### src/rtl/nonresdiv_seq.sv
// Sequential non-restoring divider, signed or unsigned, one quotient bit per cycle.
// Z carries {remainder, quotient}; dbz flags a zero divisor.
module nonresdiv_seq #(
    parameter int WIDTH          = 32,
    parameter int SIGNED_DEFAULT = 1
) (
    input  logic                 clock,
    input  logic                 clear_n,
    input  logic                 start,
    input  logic                 mode,
    input  logic [WIDTH-1:0]     A,
    input  logic [WIDTH-1:0]     B,
    output logic                 busy,
    output logic                 done,
    output logic                 dbz,
    output logic [2*WIDTH-1:0]   Z
);

    localparam int CW = $clog2(WIDTH + 1);

    typedef enum logic [2:0] {IDLE, PREP, ITER, FIX, DONE} state_t;

    state_t           state, state_nx;
    logic [CW-1:0]    cnt;
    logic [WIDTH-1:0] a_q, b_q, dvd, dvs;
    logic             mode_q, qneg, rneg;
    logic             asgn, bsgn;
    logic [WIDTH:0]   rem, shifted, stepped;
    logic [WIDTH-1:0] amag, bmag, fixed, qfin, rfin;

    assign asgn = mode_q & a_q[WIDTH-1];
    assign bsgn = mode_q & b_q[WIDTH-1];
    assign amag = asgn ? -a_q : a_q;
    assign bmag = bsgn ? -b_q : b_q;

    // dvd shifts dividend bits out at the top and quotient bits in at the bottom
    assign shifted = {rem[WIDTH-1:0], dvd[WIDTH-1]};
    assign stepped = rem[WIDTH] ? shifted + {1'b0, dvs}
                                : shifted - {1'b0, dvs};

    assign fixed = rem[WIDTH-1:0] + (rem[WIDTH] ? dvs : '0);
    assign qfin  = qneg ? -dvd : dvd;
    assign rfin  = rneg ? -fixed : fixed;

    assign busy = (state != IDLE);

    always_ff @(posedge clock) begin
        if (!clear_n) begin
            state <= IDLE;
        end else begin
            state <= state_nx;
        end
    end

    always_comb begin
        state_nx = state;
        case (state)
            IDLE:    if (start) state_nx = PREP;
            PREP:    state_nx = (b_q == '0) ? DONE : ITER;
            ITER:    if (cnt == CW'(1)) state_nx = FIX;
            FIX:     state_nx = DONE;
            DONE:    state_nx = IDLE;
            default: state_nx = IDLE;
        endcase
    end

    always_ff @(posedge clock) begin
        if (!clear_n) begin
            a_q    <= '0;
            b_q    <= '0;
            mode_q <= (SIGNED_DEFAULT != 0);
            dvd    <= '0;
            dvs    <= '0;
            rem    <= '0;
            cnt    <= '0;
            qneg   <= 1'b0;
            rneg   <= 1'b0;
            done   <= 1'b0;
            dbz    <= 1'b0;
            Z      <= '0;
        end else begin
            done <= (state == DONE);
            case (state)
                IDLE: begin
                    if (start) begin
                        a_q    <= A;
                        b_q    <= B;
                        mode_q <= mode;
                    end
                end
                PREP: begin
                    if (b_q == '0) begin
                        Z   <= '0;
                        dbz <= 1'b1;
                    end else begin
                        dvd  <= amag;
                        dvs  <= bmag;
                        qneg <= asgn ^ bsgn;
                        rneg <= asgn;
                        rem  <= '0;
                        cnt  <= CW'(WIDTH);
                    end
                end
                ITER: begin
                    rem <= stepped;
                    dvd <= {dvd[WIDTH-2:0], ~stepped[WIDTH]};
                    cnt <= cnt - CW'(1);
                end
                FIX: begin
                    Z   <= {rfin, qfin};
                    dbz <= 1'b0;
                end
                default: ;
            endcase
        end
    end

endmodule

### config.mk
export PLATFORM = sky130hd
export DESIGN_NAME = nonresdiv_seq
export DESIGN_NICKNAME = d
export VERILOG_FILES = /design/src/rtl/nonresdiv_seq.sv
export SDC_FILE = /design/constraint.sdc
export NUM_CORES = 1
export LEC_CHECK = 0
export CAP_MARGIN = 20
export CORE_UTILIZATION = 53
export DETAILED_ROUTE_END_ITERATION = 10
export PLACE_DENSITY = 0.77
export SKIP_LAST_GASP = 1
export SYNTH_ARGS = -nofsm -noshare
export SYNTH_HDL_FRONTEND = slang
export SYNTH_SLANG_ARGS = --single-unit
### constraint.sdc
create_clock -name clock -period 4.8 [get_ports clock]
set_input_delay 0.72 -clock clock [delete_from_list [all_inputs] [get_ports clock]]
set_output_delay 0.72 -clock clock [all_outputs]
set_load 0.02 [all_outputs]
==> flow_metrics.py, run 1 <==
metrics = {
    "drt": {
        "drt_pre_antenna_iters": 6,
        "drtIter0Drc": 1432,
        "routed_wl_um": 41800,
        "vias": 14400,
        "via_per_inst": 5.83,
        "ant_nets": 0,
        "routedWlPerCell_um": 16.9,
        "drc": 0,
    },
    "logic_synthesis": {
        "ys_ff_latch": 239,
        "ys.warnings.count": 0,
        "avgSynthCellArea_um2": 7.61,
        "synth_cell_type_count": 75,
        "syn_nets": 2127,
        "synthFlopType": "dfxtp_1",
        "synth_edf_count": 0,
        "synthArstFlopShare": 0,
        "ys_seq_area_frac": 0.316,
        "synthCells": 1987,
        "syn-cell-area_um2": 15100,
    },
    "critical_path": {
        "critPathTopFamily": "simple AND/OR/NAND/NOR gates",
        "crit_buf_inv": 1,
        "reg2regPathDepth": 16,
        "start_kind": "flop",
        "cp.depth": 16,
        "critPathKind": "flop to flop",
        "cp-end-kind": "flop",
        "r2r_start": "rem[32]",
        "timing.rr.end": "Z[63]",
        "critPathLaunch": "rem[32]",
        "rrSetupSlack_ps": 180,
        "critPathMaxFanout": 6,
        "crit_required_ps": 5220,
        "cp_cell_sequence": "clkinv_1 > nor2_1 > ha_1 > fa_1 > a211o_1 > a21oi_4 > nand3_1 > o311a_1 > or4_1 > or2_1 > or4_4 > or3_4 > or3_4 > o31ai_4 > xnor2_1 > o21ai_1",
        "crit_path_end": "Z[63]",
        "max_stage_delay_ps": 530,
        "worstPathArrival_ps": 5030,
        "cp_slowest_cell": "or4_1",
        "cpMostUsedCell": "or3_4",
    },
    "placement": {
        "place_hpwl_um": 31200,
        "io_buffers": 134,
        "gp_congestion": 0.932,
    },
    "global_routing": {
        "grt_usage": 0.284,
        "grt_max_degree": 132,
        "grt_antenna_before_repair": 0,
        "grt_remaining_overflow": 0,
        "grt_first_pass_wirelength_um": 67000,
        "grt_pass1_vias": 13100,
    },
    "clock_network": {
        "cts_hold_buf": 0,
        "post_cts_buffers": 0,
        "cts_max_level": 1,
        "cts_tree": "yes",
        "cts_root_buffer": "clkbuf_16",
        "numCtsBuffers": 26,
        "clkTransAtPathRegs_ps": 70,
        "cts.sinks": 239,
        "cts_resized": 0,
        "insertion_delay_ps": 560,
        "clk_path_buf_depth": 3,
    },
    "pwr": {
        "irDropWorstVdd_mv": 0.259,
        "power.density_nw_per_um2": 372,
        "total_power_mw": 6.59,
        "leakage_nw": 7.02,
    },
    "cells_and_area": {
        "n_antenna_cell": 0,
        "final_nets": 2213,
        "drive_above_1_share": 0.0593,
        "area_delta_synth_final_pct": 17.2,
    },
    "floorplanning": {
        "start_util": 0.541,
        "ioPinCount": 135,
        "die_area_um2": 29200,
        "dieWidth_um": 171,
        "core-area_um2": 27900,
        "dieHeight_um": 171,
        "rows": 61,
    },
    "sta": {
        "fin_skew_ps": 33.6,
        "hold_viol": 0,
        "tightest_slew_ps": 1010,
        "clock.fmax_mhz": 217,
        "hold_ws_ps": 455,
        "rsz0062_at_grt": "false",
        "final_max_slew_viol_count": 0,
        "fin_tns_setup_ps": 0,
        "final.period_utilization": 0.962,
        "min_period_ps": 4620,
        "setup_viol": 0,
        "max_slew_margin": 0.325,
    },
    "flow_run": {
        "cap_violations": 0,
    },
    "worst_hold_path": {
        "min-delay-path-class": "flop to flop",
    },
    "outcome": {
        "status": "finished clean",
    },
}
## Yosys cell counts, types with 32 or more instances
master	instances	share of area
a22oi_1	64	0.032
nand3_1	50	0.017
ha_1	70	0.058
o21ai_0	71	0.024
a21oi_1	212	0.070
xor2_1	81	0.047
nor3_1	36	0.012
clkbuf_1	91	0.023
nor2_1	230	0.057
xnor2_1	123	0.071
nand2_1	273	0.068
and2_1	38	0.016
dfxtp_1	239	0.32
inv_1	41	0.010
a211oi_1	32	0.016
## worst min-delay path, delay by kind of cell (launching register included)
| kind | cells | cell delay [ps] |
|---|---|---|
| flip-flops | 1 | 310 |
| AO/OA/AOI/OAI | 1 | 50 |
| AND/OR/NAND/NOR | 1 | 50 |
## area by class of cell
| type | instances | area [um^2] |
|---|---|---|
| Clock buffer | 34 | 761 |
| Clock inverter | 12 | 156 |
| Fill cell | 2531 | 10200 |
| Inverter | 43 | 166 |
| Multi-Input combinational cell | 1583 | 9680 |
| Sequential cell | 239 | 4780 |
| Tap cell | 378 | 473 |
| Timing Repair Buffer | 180 | 1710 |
## kinds of logic (layout without fill, tap and decap cells)
family          after synthesis  in the layout  share of synthesized area
fa+ha+maj                    72             72                     0.0606
xor+xnor                    204            204                      0.118
buf+inv                     165            269                     0.0446
simple gates                764            764                      0.230
compound gates              539            539                      0.227
mux                           4              4                    0.00273
flops                       239            239                      0.316
## report_power, final
part	internal (mW)	total [mW]	switching, mW
Clock	1.27	2.12	0.849
Sequential	2.10	2.26	0.157
Combinational	0.938	2.20	1.26
## cells in the final DEF (no fill, tap or decap), drive strengths merged, types with 17 or more instances in the layout
master	instances
nor2	230
o31ai	24
inv	42
a211oi	32
nor4	17
xnor2	123
a221oi	22
or3	26
and2	39
o21ai	76
nor3	36
dfxtp	239
ha	70
a21oi	214
a21o	27
a22oi	64
xor2	81
buf	46
nand3	50
clkdlybuf4s50	134
clkbuf	34
nand2	273
## state kept, by name, summed over array words and instances (netlist names)
signal,flops
Z,64
rem,33
a_q,32
b_q,32
dvd,32
dvs,32
cnt,6
state,3
dbz,1
done,1
mode_q,1
qneg,1
rneg,1
## stage by stage
| stage | instances | utilization | setup WS [ps] | instance area, um^2 |
|---|---|---|---|---|
| 2_1_floorplan | 1987 | - | 272 | 15100 |
| 3_3_place_gp | 2422 | 0.601 | 306 | 16800 |
| 3_5_place_dp | 2422 | 0.601 | 288 | 16800 |
| 4_1_cts | 2468 | 0.634 | 230 | 17700 |
| 5_1_grt | 2469 | 0.635 | 0.420 | 17700 |
| 6_report | 2469 | 0.635 | 185 | 17700 |
## per-layer routing
metal  vias up  share of wire  global-route usage
met3        68          0.068              0.0421
met1      6663           0.48               0.408
met4         0          0.020              0.0722
met2       486           0.44               0.443
met5         -              0                   0
li1       7176              -                   -
## worst min path at each step
stage                   to  startpoint  cells after the start
detailed placement   Z[42]       Z[42]                      2
floorplan           cnt[4]      cnt[4]                      2
finish               Z[42]       Z[42]                      2
global route         Z[42]       Z[42]                      2
CTS                  Z[42]       Z[42]                      2
global placement     Z[51]       Z[51]                      2
No activity file was read; power rests on OpenSTA's default activity.
==> run 2: changes to the inputs <==
- CORE_UTILIZATION: 53 -> 59
- PLACE_DENSITY: 0.77 -> 0.81
- clock period: 4.8 -> 5.3 ns (I/O delays scaled with it)
==> flow_metrics.py, run 2 (same netlist as run 1, synthesis figures left out) <==
metrics = {
    "worst_hold_path": {
        "min-delay-start": "Z[63]",
        "holdPathStages": 2,
        "min-delay-path-class": "flop to flop",
        "whs_endpoint": "Z[63]",
    },
    "clock_network": {
        "numCtsBuffers": 27,
        "insertion_delay_ps": 560,
        "cts_resized": 0,
        "clk_path_buf_depth": 3,
        "clkTransAtPathRegs_ps": 60,
        "cts_hold_buf": 0,
        "post_cts_buffers": 0,
        "cts.sinks": 239,
        "cts_root_buffer": "clkbuf_16",
        "cts_max_level": 1,
        "cts_tree": "yes",
    },
    "sta": {
        "fin_tns_setup_ps": 0,
        "max_slew_margin": 0.333,
        "rsz0062_at_grt": "false",
        "clock.fmax_mhz": 212,
        "min_period_ps": 4710,
        "final_max_slew_viol_count": 0,
        "setup_viol": 0,
        "hold_viol": 0,
        "tightest_slew_ps": 1000,
        "setup_ws_ps": 593,
        "fin_skew_ps": 26.4,
        "final.period_utilization": 0.888,
        "hold_ws_ps": 447,
    },
    "floorplanning": {
        "start_util": 0.600,
        "dieWidth_um": 162,
        "rows": 58,
        "die_area_um2": 26300,
        "dieHeight_um": 162,
        "core-area_um2": 25200,
        "ioPinCount": 135,
    },
    "cells_and_area": {
        "area_delta_synth_final_pct": 15.3,
        "final_common_cell": "nand2_1",
        "n_antenna_cell": 0,
        "drive_above_1_share": 0.0474,
        "largest_register_ffs": 64,
        "final_nets": 2189,
        "top_regs": "Z x64, rem x33",
        "post-route-util": 0.692,
        "top_register": "Z",
        "layout_common_cells": "nand2_1, dfxtp_1, nor2_1",
    },
    "critical_path": {
        "reg2regPathDepth": 15,
        "start_kind": "flop",
        "cp_slowest_cell": "or4_4",
        "rrSetupSlack_ps": 590,
        "crit_required_ps": 5730,
        "critPathKind": "flop to flop",
        "critPathLaunch": "rem[32]",
        "critPathMaxFanout": 11,
        "worstPathArrival_ps": 5130,
        "max_stage_delay_ps": 580,
        "cpMostUsedCell": "or3_4",
        "cp_cell_sequence": "buf_4 > and2_1 > ha_1 > and3_1 > o211a_1 > nand2_1 > a211oi_1 > mux2_2 > a211o_1 > or4_4 > or3_4 > or3_4 > o31ai_4 > xnor2_1 > o21ai_1",
        "cp-end-kind": "flop",
        "critPathTopFamily": "simple AND/OR/NAND/NOR gates",
        "timing.rr.end": "Z[63]",
        "r2r_start": "rem[32]",
        "crit_buf_inv": 1,
    },
    "global_routing": {
        "grt_pass1_vias": 13100,
        "grt_usage": 0.306,
        "grt_first_pass_wirelength_um": 66100,
        "grt_remaining_overflow": 0,
        "grt_max_degree": 135,
        "grt_antenna_before_repair": 0,
    },
    "drt": {
        "via_per_inst": 6.02,
        "drtIter0Drc": 1221,
        "routed_wl_um": 40600,
        "vias": 14400,
        "ant_nets": 0,
        "drt_pre_antenna_iters": 6,
        "drc": 0,
        "routedWlPerCell_um": 16.9,
    },
    "pwr": {
        "leakage_nw": 6.87,
        "irDropWorstVdd_mv": 0.270,
        "power.density_nw_per_um2": 332,
        "total_power_mw": 5.79,
    },
    "outcome": {
        "status": "finished clean",
    },
    "flow_run": {
        "cap_violations": 0,
    },
    "placement": {
        "io_buffers": 134,
        "place_ws_ps": 633,
        "gp_congestion": 0.965,
        "place_hpwl_um": 29500,
    },
}
## run 2: changes by cell type in the layout (fill, tap and decap cells not counted), sizes merged
| cell | delta |
|---|---|
| buf | -25 |
| clkinvlp | -1 |
| bufinv | -3 |
| inv | +3 |
| clkinv | +3 |
## run 2: power breakdown
| group | switching (mW) | internal (mW) | total, mW |
|---|---|---|---|
| logic | 1.13 | 0.813 | 1.94 |
| clock network | 0.791 | 1.01 | 1.80 |
| registers | 0.148 | 1.91 | 2.05 |
| total | 2.07 | 3.72 | 5.79 |
## run 2: per-layer routing
metal  wire (um)  GRT usage  share of wire  vias up
li1            -          -              -     7129
met3        2730     0.0386          0.067       72
met4        1050     0.0952          0.026        0
met1       19100      0.438           0.47     6706
met5           0          0              0        -
met2       17700      0.475           0.44      525
## run 2: layout make-up
class | count | area [um^2]
multi-input combinational | 1583 | 9680
inverter | 43 | 166
tap | 330 | 413
clock buffer | 34 | 742
timing repair buffer | 155 | 1530
clock inverter | 14 | 115
fill | 2096 | 7750
sequential | 239 | 4780
## run 2: how the worst max path moves through the flow
stage / end / depth (start not counted) / slack (ps)
after floorplan: Z[63] / 17 / 770
after global placement: Z[63] / 15 / 690
after detailed placement: Z[63] / 15 / 630
after CTS: Z[63] / 15 / 600
after global routing: dvd[0] / 17 / 240
final: Z[63] / 15 / 590
## run 2: metrics by stage
stage	cells	instance area, um^2
after floorplan	1987	15100
after global placement	2349	16500
after detailed placement	2349	16500
after CTS	2397	17400
after global routing	2398	17400
final	2398	17400
## run 2: worst reg2reg max path: cells and delay by family (launching register included)
family | cells | cell delay, ps
simple gates | 6 | 1890
mux | 1 | 420
flops | 1 | 390
compound gates | 5 | 1130
buf+inv | 1 | 210
fa+ha+maj | 1 | 420
xor+xnor | 1 | 140
==> run 3: changes to the inputs <==
- CTS_CLUSTER_SIZE: default -> 40
==> flow_metrics.py, run 3 (same netlist as run 1, synthesis figures left out) <==
metrics = {
    "sta": {
        "setup_ws_ps": 575,
        "final_max_slew_viol_count": 0,
        "rsz0062_at_grt": "false",
        "fin_tns_setup_ps": 0,
        "min_period_ps": 4720,
        "hold_viol": 0,
        "setup_viol": 0,
        "fin_skew_ps": 20.6,
        "clock.fmax_mhz": 212,
        "max_slew_margin": 0.329,
        "final.period_utilization": 0.891,
        "tightest_slew_ps": 1010,
    },
    "cells_and_area": {
        "top_regs": "Z x64, rem x33",
        "top_register": "Z",
        "final_cells": 2398,
        "largest_register_ffs": 64,
        "area_delta_synth_final_pct": 15.2,
        "layout_common_cells": "nand2_1, dfxtp_1, nor2_1",
        "final_common_cell": "nand2_1",
        "post-route-util": 0.692,
        "final_nets": 2189,
        "drive_above_1_share": 0.0474,
        "n_antenna_cell": 0,
    },
    "pwr": {
        "leakage_nw": 6.87,
        "netSwitchingPower_mw": 2.06,
        "irDropWorstVdd_mv": 0.271,
        "p_int_mw": 3.71,
        "seqPwrFrac": 0.356,
        "p_clk_frac": 0.309,
        "p_comb_frac": 0.335,
        "power.density_nw_per_um2": 331,
        "total_power_mw": 5.77,
        "switching_share": 0.357,
    },
    "clock_network": {
        "insertion_delay_ps": 550,
        "post_cts_buffers": 0,
        "clkTransAtPathRegs_ps": 70,
        "cts_hold_buf": 0,
        "cts_resized": 0,
        "cts_tree": "yes",
        "numCtsBuffers": 27,
        "clk_path_buf_depth": 3,
        "cts_root_buffer": "clkbuf_16",
        "cts.sinks": 239,
        "cts_max_level": 1,
    },
    "global_routing": {
        "grt_first_pass_wirelength_um": 66100,
        "grt_usage": 0.305,
        "grt_antenna_before_repair": 0,
        "grt_remaining_overflow": 0,
        "grt_pass1_vias": 13100,
        "grt_max_degree": 135,
    },
    "drt": {
        "routedWlPerCell_um": 17.0,
        "ant_nets": 0,
        "drtIter0Drc": 1278,
        "routed_wl_um": 40700,
        "drt_pre_antenna_iters": 6,
        "vias": 14500,
        "via_per_inst": 6.05,
        "drc": 0,
    },
    "critical_path": {
        "worstPathArrival_ps": 5180,
        "critPathKind": "flop to flop",
        "critPathMaxFanout": 5,
        "cp-end-kind": "flop",
        "start_kind": "flop",
        "crit_required_ps": 5750,
    },
    "floorplanning": {
        "dieWidth_um": 162,
        "start_util": 0.600,
        "ioPinCount": 135,
        "die_area_um2": 26300,
        "rows": 58,
        "dieHeight_um": 162,
        "core-area_um2": 25200,
    },
    "placement": {
        "place_hpwl_um": 29500,
        "place_ws_ps": 633,
        "io_buffers": 134,
        "placedCellCount": 2349,
        "gp_congestion": 0.965,
    },
    "outcome": {
        "status": "finished clean",
    },
    "worst_hold_path": {
        "min-delay-path-class": "flop to flop",
    },
    "flow_run": {
        "cap_violations": 0,
    },
}
==> run 3: worst max-delay path, cell delays in order (launching register included) <==
cell and delay, ps:
dfxtp_1 420, inv_1 90, ha_1 290, nor2_1 140, xor2_1 190, ha_1 300, nor2b_1 150, o21a_1 180
o21ai_0 450, a2111oi_0 200, nor3_1 510, o21ai_0 270, a21oi_1 390, a31oi_1 230, a221o_1 350, xnor2_1 130
nand2_1 100, and3_1 220
==> run 3: final cells by class <==
class	count	area (um^2)
sequential	239	4780
fill	2101	7760
clock inverter	15	116
timing repair buffer	155	1530
clock buffer	33	728
tap	330	413
inverter	43	166
multi-input combinational	1583	9680
==> run 3: per-stage QoR <==
stage / hold WS (ps) / area, um^2
2_1_floorplan: 451 / 15100
3_3_place_gp: 445 / 16500
3_5_place_dp: 441 / 16500
4_1_cts: 451 / 17400
5_1_grt: 478 / 17400
6_report: 448 / 17400
==> run 3: power groups by stage <==
stage | combinational, mW | sequential [mW] | clock (mW)
global placement | 1.84 | 2.08 | 0
finish | 1.94 | 2.06 | 1.78
floorplan | 1.50 | 2.04 | 0
CTS | 1.90 | 2.05 | 1.79
detailed placement | 1.89 | 2.09 | 0
global route | 2.14 | 2.07 | 1.86
==> run 3: routing by layer <==
metal | vias to the layer above | GRT usage | wire, um
li1 | 7133 | - | -
met1 | 6746 | 0.438 | 18900
met2 | 564 | 0.474 | 17800
met3 | 73 | 0.0375 | 2940
met4 | 0 | 0.0952 | 1110
met5 | - | 0 | 0
==> run 3: final timing paths <==
kind,slack [ps],end,cells after the start,from
worst max-delay path,580,dvd[0],17,dvs[0]
worst max register to register,580,dvd[0],17,dvs[0]
worst min-delay path,450,Z[63],2,Z[63]
worst min register to register,450,Z[63],2,Z[63]
